==> config.mk <==
export PLATFORM = sky130hd
export DESIGN_NAME = multicycle_control_unit
export DESIGN_NICKNAME = d
export VERILOG_FILES = /design/src/rtl/multicycle_control_unit.sv
export SDC_FILE = /design/constraint.sdc
export NUM_CORES = 1
export LEC_CHECK = 0
export ABC_AREA = 1
export CORE_UTILIZATION = 40
export CTS_BUF_LIST = sky130_fd_sc_hd__clkbuf_8
export CTS_CLUSTER_DIAMETER = 120
export DETAILED_ROUTE_END_ITERATION = 8
export GPL_TIMING_DRIVEN = 1
export PLACE_DENSITY = 0.66
export SYNTH_ARGS = -nofsm -noshare
export SYNTH_HDL_FRONTEND = slang
export SYNTH_SLANG_ARGS = --single-unit
export TNS_END_PERCENT = 20
==> constraint.sdc <==
create_clock -name clk -period 3 [get_ports clk]
set_input_delay 0.6 -clock clk [delete_from_list [all_inputs] [get_ports clk]]
set_output_delay 0.6 -clock clk [all_outputs]
set_load 0.1 [all_outputs]
==> src/rtl/multicycle_control_unit.sv <==
// Multi-cycle RV32 control FSM: FETCH/DECODE/EXEC/MEM/WB over a unified memory port,
// with memory watchdog, illegal-opcode fault and optional PERF_COUNTER_EN counters.
module multicycle_control_unit #(
    parameter int OPCODE_W    = 7,
    parameter int ALUOP_W     = 2,
    parameter int MEM_TIMEOUT = 15,
    parameter int CNT_W       = 32
) (
    input  logic                clk,
    input  logic                reset,
    input  logic [OPCODE_W-1:0] opcode,
    input  logic                mem_ready,
    output logic                mem_req,
    output logic                iord,
    output logic                pc_write,
    output logic                ir_write,
    output logic                branch,
    output logic                memRead,
    output logic                memWrite,
    output logic                memtoReg,
    output logic [ALUOP_W-1:0]  ALUOp,
    output logic                ALUSrc,
    output logic                regWrite,
    output logic                instr_retired,
    output logic                fault,
    output logic [1:0]          fault_code
`ifdef PERF_COUNTER_EN
    ,
    output logic [CNT_W-1:0]    cycle_count,
    output logic [CNT_W-1:0]    instr_count
`endif
);

    // A disabled watchdog still keeps a 1-bit counter so no zero-width vector appears.
    localparam int WAIT_W = (MEM_TIMEOUT > 0) ? $clog2(MEM_TIMEOUT + 1) : 1;

    localparam logic [OPCODE_W-1:0] OP_LW  = OPCODE_W'(7'b0000011);
    localparam logic [OPCODE_W-1:0] OP_SW  = OPCODE_W'(7'b0100011);
    localparam logic [OPCODE_W-1:0] OP_R   = OPCODE_W'(7'b0110011);
    localparam logic [OPCODE_W-1:0] OP_BR  = OPCODE_W'(7'b1100011);
    localparam logic [OPCODE_W-1:0] OP_JAL = OPCODE_W'(7'b1101111);
    localparam logic [OPCODE_W-1:0] OP_I   = OPCODE_W'(7'b0010011);

    localparam int N_LEGAL = 6;
    localparam logic [OPCODE_W-1:0] LEGAL_OPS [N_LEGAL] = '{OP_LW, OP_SW, OP_R, OP_BR, OP_JAL, OP_I};

    localparam logic [ALUOP_W-1:0] ALU_ADD   = ALUOP_W'(2'b00);
    localparam logic [ALUOP_W-1:0] ALU_SUB   = ALUOP_W'(2'b01);
    localparam logic [ALUOP_W-1:0] ALU_FUNCT = ALUOP_W'(2'b10);
    localparam logic [ALUOP_W-1:0] ALU_IMM   = ALUOP_W'(2'b11);

    localparam logic [1:0] FC_NONE    = 2'b00;
    localparam logic [1:0] FC_ILLEGAL = 2'b01;
    localparam logic [1:0] FC_TIMEOUT = 2'b10;

    typedef enum logic [2:0] {
        S_FETCH  = 3'd0,
        S_DECODE = 3'd1,
        S_EXEC   = 3'd2,
        S_MEM    = 3'd3,
        S_WB     = 3'd4,
        S_FAULT  = 3'd5
    } state_t;

    state_t               state_reg;
    state_t               state_next;
    logic [WAIT_W-1:0]    wait_cnt_reg;
    logic [OPCODE_W-1:0]  opcode_q_reg;
    logic                 fault_reg;
    logic [1:0]           fault_code_reg;
    logic [1:0]           fault_code_next;
    logic [N_LEGAL-1:0]   legal_hit;
    logic                 opcode_legal;
    logic                 timeout_hit;

    generate
        for (genvar gi = 0; gi < N_LEGAL; gi++) begin : g_legal
            assign legal_hit[gi] = (opcode == LEGAL_OPS[gi]);
        end
    endgenerate

    assign opcode_legal = |legal_hit;

    // The watchdog fires only when the final allowed wait cycle also sees no ready.
    generate
        if (MEM_TIMEOUT != 0) begin : g_watchdog
            assign timeout_hit = (wait_cnt_reg == WAIT_W'(MEM_TIMEOUT)) && !mem_ready;
        end else begin : g_no_watchdog
            assign timeout_hit = 1'b0;
        end
    endgenerate

    always_ff @(posedge clk) begin
        if (reset) begin
            state_reg      <= S_FETCH;
            wait_cnt_reg   <= '0;
            opcode_q_reg   <= '0;
            fault_reg      <= 1'b0;
            fault_code_reg <= FC_NONE;
        end else begin
            state_reg <= state_next;
            if (state_next != state_reg) begin
                wait_cnt_reg <= '0;
            end else if ((state_reg == S_FETCH || state_reg == S_MEM) && !mem_ready) begin
                wait_cnt_reg <= wait_cnt_reg + WAIT_W'(1);
            end
            if (state_reg == S_DECODE) begin
                opcode_q_reg <= opcode;
            end
            if (state_next == S_FAULT && state_reg != S_FAULT) begin
                fault_reg      <= 1'b1;
                fault_code_reg <= fault_code_next;
            end
        end
    end

    always_comb begin
        state_next      = state_reg;
        fault_code_next = fault_code_reg;
        case (state_reg)
            S_FETCH: begin
                if (mem_ready) begin
                    state_next = S_DECODE;
                end else if (timeout_hit) begin
                    state_next      = S_FAULT;
                    fault_code_next = FC_TIMEOUT;
                end
            end
            S_DECODE: begin
                if (opcode_legal) begin
                    state_next = S_EXEC;
                end else begin
                    state_next      = S_FAULT;
                    fault_code_next = FC_ILLEGAL;
                end
            end
            S_EXEC: begin
                case (opcode_q_reg)
                    OP_LW, OP_SW:      state_next = S_MEM;
                    OP_R, OP_I, OP_JAL: state_next = S_WB;
                    OP_BR:             state_next = S_FETCH;
                    default: begin
                        state_next      = S_FAULT;
                        fault_code_next = FC_ILLEGAL;
                    end
                endcase
            end
            S_MEM: begin
                if (mem_ready) begin
                    state_next = (opcode_q_reg == OP_LW) ? S_WB : S_FETCH;
                end else if (timeout_hit) begin
                    state_next      = S_FAULT;
                    fault_code_next = FC_TIMEOUT;
                end
            end
            S_WB:    state_next = S_FETCH;
            S_FAULT: state_next = S_FAULT;
            default: state_next = S_FETCH;
        endcase
    end

    // Reset gates every output so an aborted instruction never leaks a write.
    always_comb begin
        mem_req       = 1'b0;
        iord          = 1'b0;
        pc_write      = 1'b0;
        ir_write      = 1'b0;
        branch        = 1'b0;
        memRead       = 1'b0;
        memWrite      = 1'b0;
        memtoReg      = 1'b0;
        ALUOp         = ALU_ADD;
        ALUSrc        = 1'b0;
        regWrite      = 1'b0;
        instr_retired = 1'b0;
        fault         = 1'b0;
        fault_code    = FC_NONE;
        if (!reset) begin
            fault      = fault_reg;
            fault_code = fault_code_reg;
            case (state_reg)
                S_FETCH: begin
                    mem_req = 1'b1;
                    if (mem_ready) begin
                        ir_write = 1'b1;
                        pc_write = 1'b1;
                        ALUOp    = ALU_ADD;
                        ALUSrc   = 1'b1;
                    end
                end
                S_EXEC: begin
                    case (opcode_q_reg)
                        OP_LW, OP_SW: begin
                            ALUSrc = 1'b1;
                            ALUOp  = ALU_ADD;
                        end
                        OP_R: ALUOp = ALU_FUNCT;
                        OP_I: begin
                            ALUSrc = 1'b1;
                            ALUOp  = ALU_IMM;
                        end
                        OP_BR: begin
                            branch        = 1'b1;
                            ALUOp         = ALU_SUB;
                            instr_retired = 1'b1;
                        end
                        OP_JAL: begin
                            pc_write = 1'b1;
                            ALUOp    = ALU_ADD;
                        end
                        default: ;
                    endcase
                end
                S_MEM: begin
                    mem_req       = 1'b1;
                    iord          = 1'b1;
                    memRead       = (opcode_q_reg == OP_LW);
                    memWrite      = (opcode_q_reg == OP_SW);
                    instr_retired = mem_ready && (opcode_q_reg == OP_SW);
                end
                S_WB: begin
                    regWrite      = 1'b1;
                    memtoReg      = (opcode_q_reg == OP_LW);
                    instr_retired = 1'b1;
                end
                default: ;
            endcase
        end
    end

`ifdef PERF_COUNTER_EN
    logic [CNT_W-1:0] cycle_count_reg;
    logic [CNT_W-1:0] instr_count_reg;

    always_ff @(posedge clk) begin
        if (reset) begin
            cycle_count_reg <= '0;
            instr_count_reg <= '0;
        end else if (!fault_reg) begin
            cycle_count_reg <= cycle_count_reg + CNT_W'(1);
            if (instr_retired) begin
                instr_count_reg <= instr_count_reg + CNT_W'(1);
            end
        end
    end

    assign cycle_count = cycle_count_reg;
    assign instr_count = instr_count_reg;
`endif

endmodule

==> metrics <==
switching power total between 0.0006 and 0.0007 W; initial antenna violation count 0; PwrDens 752 nW/µm²; Core Rows 18; starting density of the core approximately 44%; Max H-tree Level 1; leftover overflow at the end of global routing 0; cell internal pwr between 0.0006 and 0.0007 W; endpoint arrival time on the critical path 2.06 ns; combinational share of power 57.7%; # IOs 26; Root Buffer Master clkbuf_8; worst-case clock skew 0.00775 ns; number of flops mapped to enable cells by yosys 0; top cells by count, synth nand2_1, nor2_1, dfxtp_1, nand3_1; setup repair after global routing missed its margin no; Yosys Warn Count 0; Die Width 55.4 µm; GRT Overall Usage 20.4%; placer congestion estimate 0.822; number of buffers inserted by hold repair at cts 0; instance area at placement 1610 µm²; footprint of the flip-flops and latches around 340 µm²; required arrival time at the worst endpoint 2.40 ns; layout cell share with drive strength beyond 1 23.0%; synthesized area per cell 5.97 µm²; number of remaining DRC errors 0; Tmin final 2.66 ns; pin count of the biggest net entering global routing 12; final hold vios 0; sequential area share after synthesis roughly 30%; Starting DRT DRC Count 43; Routed WL 2850 µm; fraction of synthesized cell area taken by the top area cell type 29.9%; core area approximately 2600 µm²; Max Fclk 376 MHz; gate family responsible for the most delay along the worst path buffers and inverters; primary flip-flop cell chosen by synthesis mapping dfxtp_1; switching share of total power 50.5%; Chip Height about 55 µm; final net count 229; slowest CP cell clkdlybuf4s50_1; startpoint kind of the worst setup timing path input pin; buffer depth of the longest clock path 2; CP endpoint kind output pin; end-of-flow core utilization 63.9%; clock transition at the registers of the reported paths 0.08 ns; Pre-Repair DR Iteration Count 5; largest fanout on the critical path 7; distinct cell type count of the synthesized netlist 26; total setup buffers inserted after CTS 0; final std cells w/o fill 247; Syn Nets 202; layout overhead on the synthesized area 45.1%; max reg flops 7; detail-routed via count per cell 4.99; detailed placement HPWL about 2300 µm; total of endpoints with negative setup slack in the final report 0; Post-Route Hold Slack 0.467 ns; total number of vias 1233; Clock Power Share 14.7%; standby leakage power roughly 0.73 nW; Seq cells post-synth 17; most repeated cell in the gate-level netlist after synthesis nand2_1; slowest stage delay, CP 0.57 ns; Max transition margin 72.6%; Most Frequent Cell on Critical Path inv_1; Worst VDD drop 501 µV; Resized cells post-CTS 0; Clock Sink Count 17; period utilisation layout between 80% and 90%; number of port buffers 25; sum of buffers and inverters on the critical path 4; number of clock buffers inserted by TritonCTS 3; Pins Over Slew Limit 0; share of flip-flops with an asynchronous set or reset after synthesis 0%; placed cell count 243; total of max-cap violations 0; outcome completed; antenna cells 0; CTS tree done; die area 3070 µm²; post-synthesis cell type with the largest combined area dfxtp_1; cell area after synthesis ~1100 µm²; transition time at the pin with the least slew margin 0.410 ns; global-route wire length before repair 5020 µm; kind of critical path input pin to output pin; Wirelength per Cell 11.5 µm; sequential cell fraction of total power 27.6%; Hold Crit Class register to register; area taken by multi-input logic gates about 700 µm²; Layout Cell Area excl Fill 1650 µm²; fillers ~250; via count of the first global-routing pass 1187; clock insertion delay at the later pin of the skew report 0.26 ns; worst path cell trace clkdlybuf4s50_1, nor4_1, inv_1, nor2_4, inv_1, nand2_1, buf_12; number of nets still failing antenna checks after routing 0; synthesized instance count 191; main area contributors after synthesis dfxtp_1, nand2_1, nor2_1
final cells by class:
type	instances	area share, %
Multi-Input combinational cell	137	41.5
Timing Repair Buffer	26	25.3
Sequential cell	17	20.6
Inverter	33	7.49
Clock buffer	3	2.50
Tap cell	30	2.27
Clock inverter	1	0.454
power by group through the flow:
stage	combinational [W]	sequential [W]	clock (W)
2_1_floorplan	0.000540	0.000324	0
3_3_place_gp	0.000703	0.000345	0
3_5_place_dp	0.000711	0.000346	0
4_1_cts	0.000716	0.000341	0.000185
5_1_grt	0.000774	0.000353	0.000198
6_report	0.000717	0.000344	0.000183
tightest hold or removal path, cell delays in order, from the launching register on:
cell	delay, ns
dfxtp_1	0.31
nand2_1	0.06
a21oi_1	0.05
final timing paths:
| kind | from | to | slack [ns] | cells after the start |
|---|---|---|---|---|
| max | reset | ALUOp[0] | 0.34 | 7 |
| min | opcode_q_reg[0] | opcode_q_reg[0] | 0.47 | 2 |
| max reg2reg | state_reg[2] | fault_code_reg[1] | 1.11 | 9 |
| min reg2reg | opcode_q_reg[0] | opcode_q_reg[0] | 0.47 | 2 |
through the flow:
stage	setup slack (ns)	total power [W]	setup TNS, ns
after floorplan	-0.316	0.000864	-0.893
after global placement	0.410	0.00105	0
after detailed placement	0.361	0.00106	0
after CTS	0.343	0.00124	0
after global routing	0.203	0.00132	0
final	0.342	0.00124	0
metal layers:
layer,GRT usage [%],routed length (µm),part of all wire (%),vias up
li1,-,-,-,652
met1,25.2,1340,47,529
met2,35.1,1310,46,47
met3,3.28,155,5.4,5
met4,7.86,44,1.5,0
met5,0,0,0,-
placed cells by master (no fill, tap or decap), types with 3 or more instances in the layout:
| cell | instances |
|---|---|
| nor2_2 | 5 |
| nand2_1 | 43 |
| nor2_1 | 30 |
| clkinv_1 | 3 |
| nor2_4 | 3 |
| nand3_1 | 15 |
| a21oi_1 | 14 |
| inv_2 | 15 |
| nand4_1 | 5 |
| buf_12 | 16 |
| o21ai_0 | 6 |
| clkdlybuf4s50_1 | 9 |
| dfxtp_1 | 17 |
| clkbuf_8 | 3 |
| inv_1 | 15 |
kinds of logic after synthesis:
kind of cell / Yosys count / share of synthesized area, %
xor+xnor: 3 / 2.31
buf+inv: 37 / 12.6
mux: 1 / 0.878
fa+ha+maj: 1 / 1.10
flops: 17 / 29.9
compound gates: 24 / 11.1
simple gates: 108 / 42.2
Power figures use the tool's default switching activity.
